[src/rtl/ps2_host_tx_if.sv]
// Command handshake between a requester and the PS/2 host transmitter.
// The requester uses the master modport; ps2_host_tx uses the slave modport.
interface ps2_host_tx_if;
    logic [7:0] tx_data;
    logic       tx_valid;
    logic       tx_ready;
    logic       tx_busy;
    logic       tx_done;
    logic       tx_error;

    modport master (
        output tx_data, tx_valid,
        input  tx_ready, tx_busy, tx_done, tx_error
    );

    modport slave (
        input  tx_data, tx_valid,
        output tx_ready, tx_busy, tx_done, tx_error
    );
endinterface

[src/rtl/ps2_host_tx.sv]
// PS/2 host-to-device command transmitter over open-drain clk/data pull-low enables.
// Optional PS2_TX_GLITCH_FILTER_EN: 8-sample agreement filter on the synchronized lines.
//
// state     | meaning
// S_IDLE    | ready for a command, lines released
// S_INHIBIT | holding ps2_clk low before the request
// S_REQ     | start bit asserted, ps2_clk still low for one cycle
// S_SHIFT   | device clocks out D0..D7, parity, stop
// S_ACK     | waiting for the device acknowledge edge
// S_WAIT_IDLE | waiting for both lines high before reporting completion
module ps2_host_tx #(
    parameter int INHIBIT_CYCLES = 6500,
    parameter int TIMEOUT_CYCLES = 975000
) (
    input  logic         clk,
    input  logic         rst,
    ps2_host_tx_if.slave tx,
    input  logic         ps2_clk_in,
    input  logic         ps2_data_in,
    output logic         ps2_clk_oe,
    output logic         ps2_data_oe
);

    localparam int INH_W = $clog2(INHIBIT_CYCLES + 1);
    localparam int TMO_W = $clog2(TIMEOUT_CYCLES + 1);
    localparam logic [INH_W-1:0] INH_LAST = INH_W'(INHIBIT_CYCLES - 1);
    localparam logic [TMO_W-1:0] TMO_LAST = TMO_W'(TIMEOUT_CYCLES - 1);

    typedef enum logic [2:0] {
        S_IDLE,
        S_INHIBIT,
        S_REQ,
        S_SHIFT,
        S_ACK,
        S_WAIT_IDLE
    } state_t;

    logic [1:0] clk_sync;
    logic [1:0] data_sync;
    logic       clk_c;
    logic       data_c;
    logic       clk_prev;
    logic       fe;

    always_ff @(posedge clk or negedge rst) begin
        if (!rst) begin
            clk_sync  <= 2'b11;
            data_sync <= 2'b11;
        end else begin
            clk_sync  <= {clk_sync[0], ps2_clk_in};
            data_sync <= {data_sync[0], ps2_data_in};
        end
    end

`ifdef PS2_TX_GLITCH_FILTER_EN
    logic [2:0] clk_flt_cnt;
    logic [2:0] data_flt_cnt;
    logic       clk_flt;
    logic       data_flt;

    // A new level is adopted only on the 8th consecutive disagreeing sample.
    always_ff @(posedge clk or negedge rst) begin
        if (!rst) begin
            clk_flt_cnt  <= '0;
            data_flt_cnt <= '0;
            clk_flt      <= 1'b1;
            data_flt     <= 1'b1;
        end else begin
            if (clk_sync[1] == clk_flt) begin
                clk_flt_cnt <= '0;
            end else if (clk_flt_cnt == 3'd7) begin
                clk_flt     <= clk_sync[1];
                clk_flt_cnt <= '0;
            end else begin
                clk_flt_cnt <= clk_flt_cnt + 3'd1;
            end
            if (data_sync[1] == data_flt) begin
                data_flt_cnt <= '0;
            end else if (data_flt_cnt == 3'd7) begin
                data_flt     <= data_sync[1];
                data_flt_cnt <= '0;
            end else begin
                data_flt_cnt <= data_flt_cnt + 3'd1;
            end
        end
    end

    assign clk_c  = clk_flt;
    assign data_c = data_flt;
`else
    assign clk_c  = clk_sync[1];
    assign data_c = data_sync[1];
`endif

    always_ff @(posedge clk or negedge rst) begin
        if (!rst) clk_prev <= 1'b1;
        else      clk_prev <= clk_c;
    end

    assign fe = clk_prev & ~clk_c;

    state_t           state, state_d;
    logic [9:0]       frame, frame_d;
    logic [INH_W-1:0] inh_cnt, inh_d;
    logic [TMO_W-1:0] tmo_cnt, tmo_d;
    logic [3:0]       bitcnt, bit_d;
    logic             err_flag, err_d;
    logic             ready_q, ready_d;
    logic             clk_oe_q, clk_oe_d;
    logic             data_oe_q, data_oe_d;
    logic             done_q, done_d;
    logic             error_q, error_d;

    always_ff @(posedge clk or negedge rst) begin
        if (!rst) begin
            state     <= S_IDLE;
            frame     <= '0;
            inh_cnt   <= '0;
            tmo_cnt   <= '0;
            bitcnt    <= '0;
            err_flag  <= 1'b0;
            ready_q   <= 1'b1;
            clk_oe_q  <= 1'b0;
            data_oe_q <= 1'b0;
            done_q    <= 1'b0;
            error_q   <= 1'b0;
        end else begin
            state     <= state_d;
            frame     <= frame_d;
            inh_cnt   <= inh_d;
            tmo_cnt   <= tmo_d;
            bitcnt    <= bit_d;
            err_flag  <= err_d;
            ready_q   <= ready_d;
            clk_oe_q  <= clk_oe_d;
            data_oe_q <= data_oe_d;
            done_q    <= done_d;
            error_q   <= error_d;
        end
    end

    logic       frame_timing;
    logic       line_idle;
    logic [3:0] bit_inc;

    always_comb begin
        state_d   = state;
        frame_d   = frame;
        inh_d     = inh_cnt;
        tmo_d     = tmo_cnt;
        bit_d     = bitcnt;
        err_d     = err_flag;
        ready_d   = ready_q;
        clk_oe_d  = clk_oe_q;
        data_oe_d = data_oe_q;
        done_d    = 1'b0;
        error_d   = 1'b0;

        line_idle    = clk_c & data_c;
        bit_inc      = (bitcnt == 4'd11) ? bitcnt : bitcnt + 4'd1;
        frame_timing = (state == S_SHIFT) || (state == S_ACK) || (state == S_WAIT_IDLE);

        case (state)
            S_IDLE: begin
                ready_d   = 1'b1;
                clk_oe_d  = 1'b0;
                data_oe_d = 1'b0;
                if (tx.tx_valid && ready_q) begin
                    frame_d  = {1'b1, ~^tx.tx_data, tx.tx_data};
                    inh_d    = '0;
                    tmo_d    = '0;
                    bit_d    = '0;
                    err_d    = 1'b0;
                    ready_d  = 1'b0;
                    clk_oe_d = 1'b1;
                    state_d  = S_INHIBIT;
                end
            end
            S_INHIBIT: begin
                if (inh_cnt == INH_LAST) begin
                    data_oe_d = 1'b1;
                    state_d   = S_REQ;
                end else begin
                    inh_d = inh_cnt + 1'b1;
                end
            end
            S_REQ: begin
                clk_oe_d = 1'b0;
                tmo_d    = '0;
                state_d  = S_SHIFT;
            end
            S_SHIFT: begin
                tmo_d = tmo_cnt + 1'b1;
                if (fe) begin
                    // bitcnt before the edge selects the frame bit; the stop bit releases data
                    data_oe_d = ~frame[bitcnt];
                    bit_d     = bit_inc;
                    if (bitcnt == 4'd9) state_d = S_ACK;
                end
            end
            S_ACK: begin
                tmo_d = tmo_cnt + 1'b1;
                if (fe) begin
                    err_d   = data_c;
                    bit_d   = bit_inc;
                    state_d = S_WAIT_IDLE;
                end
            end
            S_WAIT_IDLE: begin
                tmo_d = tmo_cnt + 1'b1;
                if (line_idle) begin
                    done_d  = 1'b1;
                    error_d = err_flag;
                    ready_d = 1'b1;
                    state_d = S_IDLE;
                end
            end
            default: begin
                state_d   = S_IDLE;
                ready_d   = 1'b1;
                clk_oe_d  = 1'b0;
                data_oe_d = 1'b0;
            end
        endcase

        // Completion on the same cycle as expiry is reported as success.
        if (frame_timing && (tmo_cnt == TMO_LAST) &&
            !((state == S_WAIT_IDLE) && line_idle)) begin
            clk_oe_d  = 1'b0;
            data_oe_d = 1'b0;
            done_d    = 1'b1;
            error_d   = 1'b1;
            ready_d   = 1'b1;
            state_d   = S_IDLE;
        end
    end

    assign tx.tx_ready = ready_q;
    assign tx.tx_busy  = ~ready_q;
    assign tx.tx_done  = done_q;
    assign tx.tx_error = error_q;
    assign ps2_clk_oe  = clk_oe_q;
    assign ps2_data_oe = data_oe_q;

endmodule
[src/flat_wrapper.sv]
// flat-port wrapper written by rule: the top's interface ports become plain ports
module ps2_host_tx_flat 
#(
    parameter int INHIBIT_CYCLES = 6500,
    parameter int TIMEOUT_CYCLES = 975000
)
  (clk, rst, ps2_clk_in, ps2_data_in, ps2_clk_oe, ps2_data_oe, tx_tx_data, tx_tx_valid, tx_tx_ready, tx_tx_busy, tx_tx_done, tx_tx_error);
  ps2_host_tx_if tx_i ();
  input  logic clk;
  input  logic rst;
  input  logic ps2_clk_in;
  input  logic ps2_data_in;
  output logic ps2_clk_oe;
  output logic ps2_data_oe;
  input wire logic [$bits(tx_i.tx_data)-1:0] tx_tx_data;
  input wire logic [$bits(tx_i.tx_valid)-1:0] tx_tx_valid;
  output wire logic [$bits(tx_i.tx_ready)-1:0] tx_tx_ready;
  output wire logic [$bits(tx_i.tx_busy)-1:0] tx_tx_busy;
  output wire logic [$bits(tx_i.tx_done)-1:0] tx_tx_done;
  output wire logic [$bits(tx_i.tx_error)-1:0] tx_tx_error;
  assign tx_i.tx_data = tx_tx_data;
  assign tx_i.tx_valid = tx_tx_valid;
  assign tx_tx_ready = tx_i.tx_ready;
  assign tx_tx_busy = tx_i.tx_busy;
  assign tx_tx_done = tx_i.tx_done;
  assign tx_tx_error = tx_i.tx_error;
  ps2_host_tx #(.INHIBIT_CYCLES(INHIBIT_CYCLES), .TIMEOUT_CYCLES(TIMEOUT_CYCLES)) u_core (.clk(clk), .rst(rst), .tx(tx_i), .ps2_clk_in(ps2_clk_in), .ps2_data_in(ps2_data_in), .ps2_clk_oe(ps2_clk_oe), .ps2_data_oe(ps2_data_oe));
endmodule
[config.mk]
export PLATFORM = sky130hd
export DESIGN_NAME = ps2_host_tx_flat
export DESIGN_NICKNAME = d
export VERILOG_FILES = /design/src/rtl/ps2_host_tx_if.sv /design/src/rtl/ps2_host_tx.sv /design/src/flat_wrapper.sv
export SDC_FILE = /design/constraint.sdc
export NUM_CORES = 1
export LEC_CHECK = 0
export ABC_AREA = 1
export CELL_PAD_IN_SITES_DETAIL_PLACEMENT = 1
export CELL_PAD_IN_SITES_GLOBAL_PLACEMENT = 2
export CORE_ASPECT_RATIO = 1.5
export CORE_MARGIN = 2
export CORE_UTILIZATION = 35
export CTS_CLUSTER_DIAMETER = 50
export DETAILED_ROUTE_END_ITERATION = 10
export PLACE_DENSITY_LB_ADDON = 0.1
export SYNTH_ARGS = -nofsm -noshare
export SYNTH_HDL_FRONTEND = slang
export SYNTH_SLANG_ARGS = --single-unit
[constraint.sdc]
create_clock -name clk -period 2.1 [get_ports clk]
set_input_delay 0.42 -clock clk [delete_from_list [all_inputs] [get_ports clk]]
set_output_delay 0.42 -clock clk [all_outputs]
set_load 0.02 [all_outputs]
==> results of run 1 <==
-- power groups by stage --
| stage | clock network [mW] | registers [mW] | logic, mW |
|---|---|---|---|
| 2_1_floorplan | 0 | 1.63 | 1.42 |
| 3_3_place_gp | 0 | 1.74 | 1.88 |
| 3_5_place_dp | 0 | 1.75 | 1.92 |
| 4_1_cts | 1.86 | 1.73 | 1.94 |
| 5_1_grt | 1.93 | 1.77 | 2.15 |
| 6_report | 1.83 | 1.73 | 1.90 |
-- cells by family (layout without fill, tap and decap cells) --
group | Yosys count | in the layout | synth area share
buffers and inverters | 64 | 98 | 0.0806
adder cells (fa/ha/maj) | 4 | 4 | 0.0141
AND/OR/NAND/NOR | 266 | 266 | 0.337
flip-flops | 61 | 61 | 0.433
XOR/XNOR | 19 | 19 | 0.0470
AO/OA/AOI/OAI | 54 | 54 | 0.0876
-- registers in the layout, indices dropped and copies added, names as in the netlist, 2 cells and up --
| name | flops |
|---|---|
| u_core.state | 3 |
| u_core.bitcnt | 4 |
| u_core.clk_sync | 2 |
| u_core.inh_cnt | 13 |
| u_core.data_sync | 2 |
| u_core.frame | 10 |
| u_core.tmo_cnt | 20 |
-- layer usage --
metal,wire length [um],part of all wire,vias to the layer above
met5,0,0,-
met4,308,0.030,0
met3,180,0.018,19
met2,5790,0.56,29
met1,4000,0.39,1532
li1,-,-,1560
-- worst max path at each step --
stage                   endpoint  depth (start not counted)  slack (ns)
2_1_floorplan  u_core.inh_cnt[2]                          9        0.64
3_3_place_gp     u_core.state[2]                         10        0.15
3_5_place_dp     u_core.state[1]                         10        0.13
4_1_cts              tx_tx_ready                          1        0.17
5_1_grt         u_core.bitcnt[2]                          8        0.11
6_report             tx_tx_ready                          1        0.18
-- metrics by stage --
stage | area [sq um] | worst slack [ns] | power, mW
after floorplan | 3540 | 0.643 | 3.05
after global placement | 3860 | 0.149 | 3.61
after detailed placement | 3860 | 0.126 | 3.67
after CTS | 4230 | 0.167 | 5.53
after global routing | 4230 | 0.110 | 5.84
final | 4230 | 0.180 | 5.46
-- synth_stat cells --
| cell type | instances |
|---|---|
| nand2_1 | 129 |
| nor2_1 | 57 |
| dfrtp_1 | 55 |
| inv_1 | 48 |
| nand3_1 | 37 |
| o21ai_0 | 23 |
| nor3_1 | 13 |
| xor2_1 | 12 |
| a21oi_1 | 10 |
| nand4_1 | 9 |
| xnor2_1 | 7 |
| dfstp_2 | 6 |
| inv_2 | 6 |
| nand2_2 | 6 |
| o22ai_1 | 6 |
| buf_6 | 5 |
| ha_1 | 4 |
| o21ai_1 | 4 |
| nand3_2 | 3 |
| nand3b_1 | 3 |
| nor2_4 | 3 |
| o211ai_1 | 3 |
| buf_2 | 2 |
| nor2_2 | 2 |
| nor3_4 | 2 |
| o32ai_1 | 2 |
| a21boi_1 | 1 |
| a21o_1 | 1 |
| a31o_2 | 1 |
| buf_4 | 1 |
| clkbuf_1 | 1 |
| clkinv_2 | 1 |
| nand2_4 | 1 |
| nor3_2 | 1 |
| o21a_1 | 1 |
| o21ai_2 | 1 |
| o21bai_1 | 1 |
-- area by class of cell --
cell class | instances | area (sq um)
flip-flops and latches | 61 | 1540
fillers | 1230 | 5740
clock buffers | 10 | 229
multi-input cells | 343 | 1720
well taps | 117 | 146
inverters | 55 | 208
clock inverters | 6 | 135
repair buffers | 27 | 255
-- placed cells by master, fill, tap and decap left out, types with 2 or more instances in the layout --
master,synthesis,final
o21ai_1,4,4
clkdlybuf4s50_1,0,17
dfrtp_1,55,54
inv_2,6,6
clkinvlp_4,0,2
dfstp_2,6,6
xnor2_1,7,7
nor2_1,57,57
clkbuf_16,0,9
o32ai_1,2,2
nor2_4,3,3
buf_4,1,8
nand3b_1,3,3
o211ai_1,3,3
nor3_4,2,2
nand4_1,9,9
nor2_2,2,2
nand3_1,37,37
a21oi_1,10,10
o21ai_0,23,23
bufinv_16,0,4
ha_1,4,4
xor2_1,12,12
nor3_1,13,13
nand3_2,3,3
nand2_2,6,6
inv_1,48,48
o22ai_1,6,6
nand2_1,129,129
==> results.yml, run 1 <==
outcome:
  status: "finished, final reports clean"
global_route:
  grt_max_degree: 62
  gr-usage-met3: 0.0336
  grt_pass1_wl_um: 17100
  top_usage_layer: "met2"
  grt_pass1_vias: 3361
  grtUsageTotal: 0.205
  grt.met2_usage: 0.388
  met1_usage: 0.221
  antenna_found_initial: 0
  globalRouteOverflowTotal: 0
timing:
  tightest_slew_ns: 0.516
  skew_ns: 0.00563
  rsz0062_at_grt: "no"
  setup_tns_ns: 0
  slew_viol_final: 0
  timing.hold.ws_ns: 0.0845
  hold_violations: 0
  slew-limit-headroom: 0.653
  post-route-min-period_ns: 1.92
  fin_crit_sh: 0.914
  setup_viol: 0
  fmax_mhz: 521
power_and_ir_drop:
  pwr-share-comb: 0.348
  seq_power_share: 0.316
  p_int_mw: 3.38
  clkPwrFrac: 0.335
  cellLeakagePower_nw: 1.93
  power.net_switching_mw: 2.08
  ir_worst_vdd_mv: 0.434
  p_sw_frac: 0.381
  p_per_area_mw_per_mm2: 1290
critical_path:
  timing.rr.start: "u_core.clk_prev"
  critical_path_buf_inv_count: 1
  worst_setup_path_start_kind: "flip-flop"
  critPathRequiredTime_ns: 1.68
  end_kind: "primary output"
  r2r_cells: 9
  cpPeakStageDelay_ns: 0.61
  cp.arrival_ns: 1.50
  path_delay_family: "buffers and inverters"
  crit_chain: "clkdlybuf4s50_1"
  worst-r2r-setup-slack_ns: 0.28
  cpMaxStageDelayCell: "clkdlybuf4s50_1"
  crit_start: "u_core.tx.tx_ready"
  cp_max_fo: 4
  timing.rr.end: "u_core.state[2]"
  criticalPathCategory: "flip-flop to primary output"
logic_synthesis:
  ys_seq_area_frac: 0.433
  syn_area_per_cell_sq_um: 7.57
  yosysTopAreaCellShare: 0.389
  ys_ff_latch: 61
  synth_area_leader_cell: "dfrtp_1"
  synth.distinct_cells: 37
  synth_area_leaders: "dfrtp_1 (39%), nand2_1 (14%), nor2_1 (6.0%), nand3_1 (5.2%), inv_1 (5.1%)"
  mappedNetlistNets: 485
  syn_area_sq_mm: 0.00354
  synthCells: 468
  yosys_warnings: 0
clock_network:
  clk_latency_ns: 0.33
  clock-root-buffer: "clkbuf_16"
  cts.repair.resized: 0
  hold_buffers: 0
  cts.reportedPaths.clkPinSlew_ns: 0.05
  cts_setup_buffers: 0
  cts_buffer_depth: 2
  cts-htree-levels: 3
  cts.sinks: 61
  cts_tree: "done"
  cts_buffers: 9
finish:
  fin_util: 0.424
  layout-drive-gt1-share: 0.118
  area_growth_pct: 19.5
  final_cells: 619
  antennaDiodeCount: 0
  nets: 514
drt:
  drt-initial-drc-count: 115
  wl_per_cell_um: 16.6
  dr_total_vias: 3140
  ant_nets: 0
  avgViaCountPerCell: 5.07
  routed_wl_um: 10300
  drc_errors: 0
  drtPass1Iterations: 4
place:
  globalplace.congestion: 0.885
  dp_hpwl_um: 7940
  io_buffers: 18
  post-place-cells: 603
floorplan:
  ios: 19
  die_h_um: 127
  die_w_um: 86.1
  fp-row-count: 45
  dieArea_sq_mm: 0.0110
  coreArea_sq_mm: 0.00997
  initial_core_util: 0.355
hold_path:
  min_path_type: "primary input to async pin"
flow_run:
  cap_violations: 0
(Power assumes the default switching activity.)
==> run 2: changes to the inputs <==
CORE_UTILIZATION = 37   (was 35)
CTS_BUF_LIST = sky130_fd_sc_hd__clkbuf_8   (was not set)
==> results.yml, run 2 (synthesized netlist as in run 1, its figures left out) <==
flow_run:
  cap_violations: 0
timing:
  slew_viol_final: 0
  skew_ns: 0.00817
  final.setup.worst_slack_ns: 0.130
  post-route-min-period_ns: 1.97
  rsz0062_at_grt: "no"
  setup_tns_ns: 0
  setup_viol: 0
  slew-limit-headroom: 0.700
  tightest_slew_ns: 0.447
  fmax_mhz: 508
  hold_violations: 0
  fin_crit_sh: 0.938
critical_path:
  cp_max_fo: 4
  cpPeakStageDelay_ns: 0.62
  timing.rr.start: "u_core.state[1]"
  cpMaxStageDelayCell: "clkdlybuf4s50_1"
  end_kind: "primary output"
  worst_setup_path_start_kind: "flip-flop"
  criticalPathCategory: "flip-flop to primary output"
  critPathRequiredTime_ns: 1.68
  r2r_cells: 9
  worst-r2r-setup-slack_ns: 0.27
  path_delay_family: "buffers and inverters"
  crit_chain: "clkdlybuf4s50_1"
  timing.rr.end: "u_core.state[2]"
  critical_path_buf_inv_count: 1
  cp.arrival_ns: 1.55
floorplan:
  die_w_um: 83.9
  fp-row-count: 43
  initial_core_util: 0.383
  die_h_um: 124
  dieArea_sq_mm: 0.0104
  ios: 19
  coreArea_sq_mm: 0.00925
drt:
  avgViaCountPerCell: 5.18
  drtPass1Iterations: 4
  dr_total_vias: 3183
  routed_wl_um: 10000
  drc_errors: 0
  drt-initial-drc-count: 73
  wl_per_cell_um: 16.3
  ant_nets: 0
clock_network:
  cts.reportedPaths.clkPinSlew_ns: 0.07
  cts_setup_buffers: 0
  cts.sinks: 61
  cts_tree: "done"
  cts_buffer_depth: 2
  hold_buffers: 0
  cts_buffers: 9
  cts.repair.resized: 0
  clk_latency_ns: 0.36
  clock-root-buffer: "clkbuf_8"
  cts-htree-levels: 3
finish:
  layout_common_cells: "nand2_1 (129), nor2_1 (57), dfrtp_1 (55), inv_1 (48), nand3_1 (37)"
  antennaDiodeCount: 0
  final_common_cell: "nand2_1"
  top_register: "u_core.tmo_cnt"
  multi_input_area_sq_mm: 0.00172
  layout-drive-gt1-share: 0.118
  seqCellArea_sq_mm: 0.00153
  fillers: 1175
  largest_register_ff_count: 20
  area_growth_pct: 15.3
  reg_top3: "u_core.tmo_cnt: 20 flops, u_core.inh_cnt: 13 flops, u_core.frame: 10 flops"
  nets: 514
global_route:
  grtUsageTotal: 0.212
  antenna_found_initial: 0
  globalRouteOverflowTotal: 0
  grt_pass1_vias: 3499
  grt_max_degree: 62
  grt_pass1_wl_um: 16800
place:
  dp_hpwl_um: 7850
  post-place-ws_ns: 0.136
  io_buffers: 18
  globalplace.congestion: 0.842
power_and_ir_drop:
  p_per_area_mw_per_mm2: 1180
  cellLeakagePower_nw: 1.88
  ir_worst_vdd_mv: 0.476
outcome:
  status: "finished, final reports clean"
hold_path:
  min_path_type: "primary input to async pin"
==> run 2: cell types whose count changed in the layout (fill, tap and decap cells not counted), sizes merged <==
cell,previous run,this run
clkinv,1,4
clkinvlp,2,1
bufinv,4,2
==> run 2: metal layers <==
layer  GRT usage  up-vias  routed length [um]
li1            -     1565                   -
met1       0.207     1560                3770
met2       0.422       32                5680
met3      0.0404       26                 196
met4       0.107        0                 384
met5           0        -                   0
==> run 2: worst max path at each step <==
stage	slack (ns)	depth (start not counted)	endpoint	start
6_report	0.13	1	tx_tx_ready	u_core.tx.tx_ready
5_1_grt	0.03	9	u_core.state[2]	u_core.state[1]
4_1_cts	0.10	1	tx_tx_ready	u_core.tx.tx_ready
3_5_place_dp	0.14	9	u_core.tmo_cnt[3]	tx_tx_valid
3_3_place_gp	0.17	9	u_core.tmo_cnt[3]	tx_tx_valid
2_1_floorplan	0.64	9	u_core.inh_cnt[2]	u_core.inh_cnt[0]
==> run 2: power breakdown <==
part	switching (mW)	total (mW)	internal (mW)
clock network	0.511	1.21	0.698
registers	0.291	1.73	1.43
logic	1.21	1.88	0.670
total	2.02	4.82	2.80
==> run 2: stage by stage <==
| stage | hold WS (ns) | util | area, sq um | total power [mW] | cells |
|---|---|---|---|---|---|
| 5_1_grt | 0.0859 | 0.441 | 4080 | 5.19 | 614 |
| 2_1_floorplan | 0.124 | - | 3540 | 3.05 | 468 |
| 3_5_place_dp | 0.348 | 0.417 | 3860 | 3.66 | 598 |
| 6_report | 0.0679 | 0.441 | 4080 | 4.82 | 614 |
| 4_1_cts | 0.0690 | 0.441 | 4080 | 4.89 | 614 |
| 3_3_place_gp | 0.347 | 0.417 | 3860 | 3.60 | 598 |
==> run 2: area by class of cell <==
type                    instances  share of cell area
clock buffers                  10              0.0337
flip-flops and latches         61               0.376
inverters                      55              0.0509
clock inverters                 6              0.0211
well taps                     112              0.0343
multi-input cells             343               0.422
repair buffers                 27              0.0625
==> run 2: worst register-to-register path, stage by stage (launching register included) <==
cell     delay [ns]
dfrtp_1        0.60
nand2_1        0.12
nor2_2         0.19
nor2_4         0.10
nor2_1         0.18
nand3_1        0.18
nand2_2        0.15
nand2_2        0.08
nand2_1        0.06
nand2_1        0.05
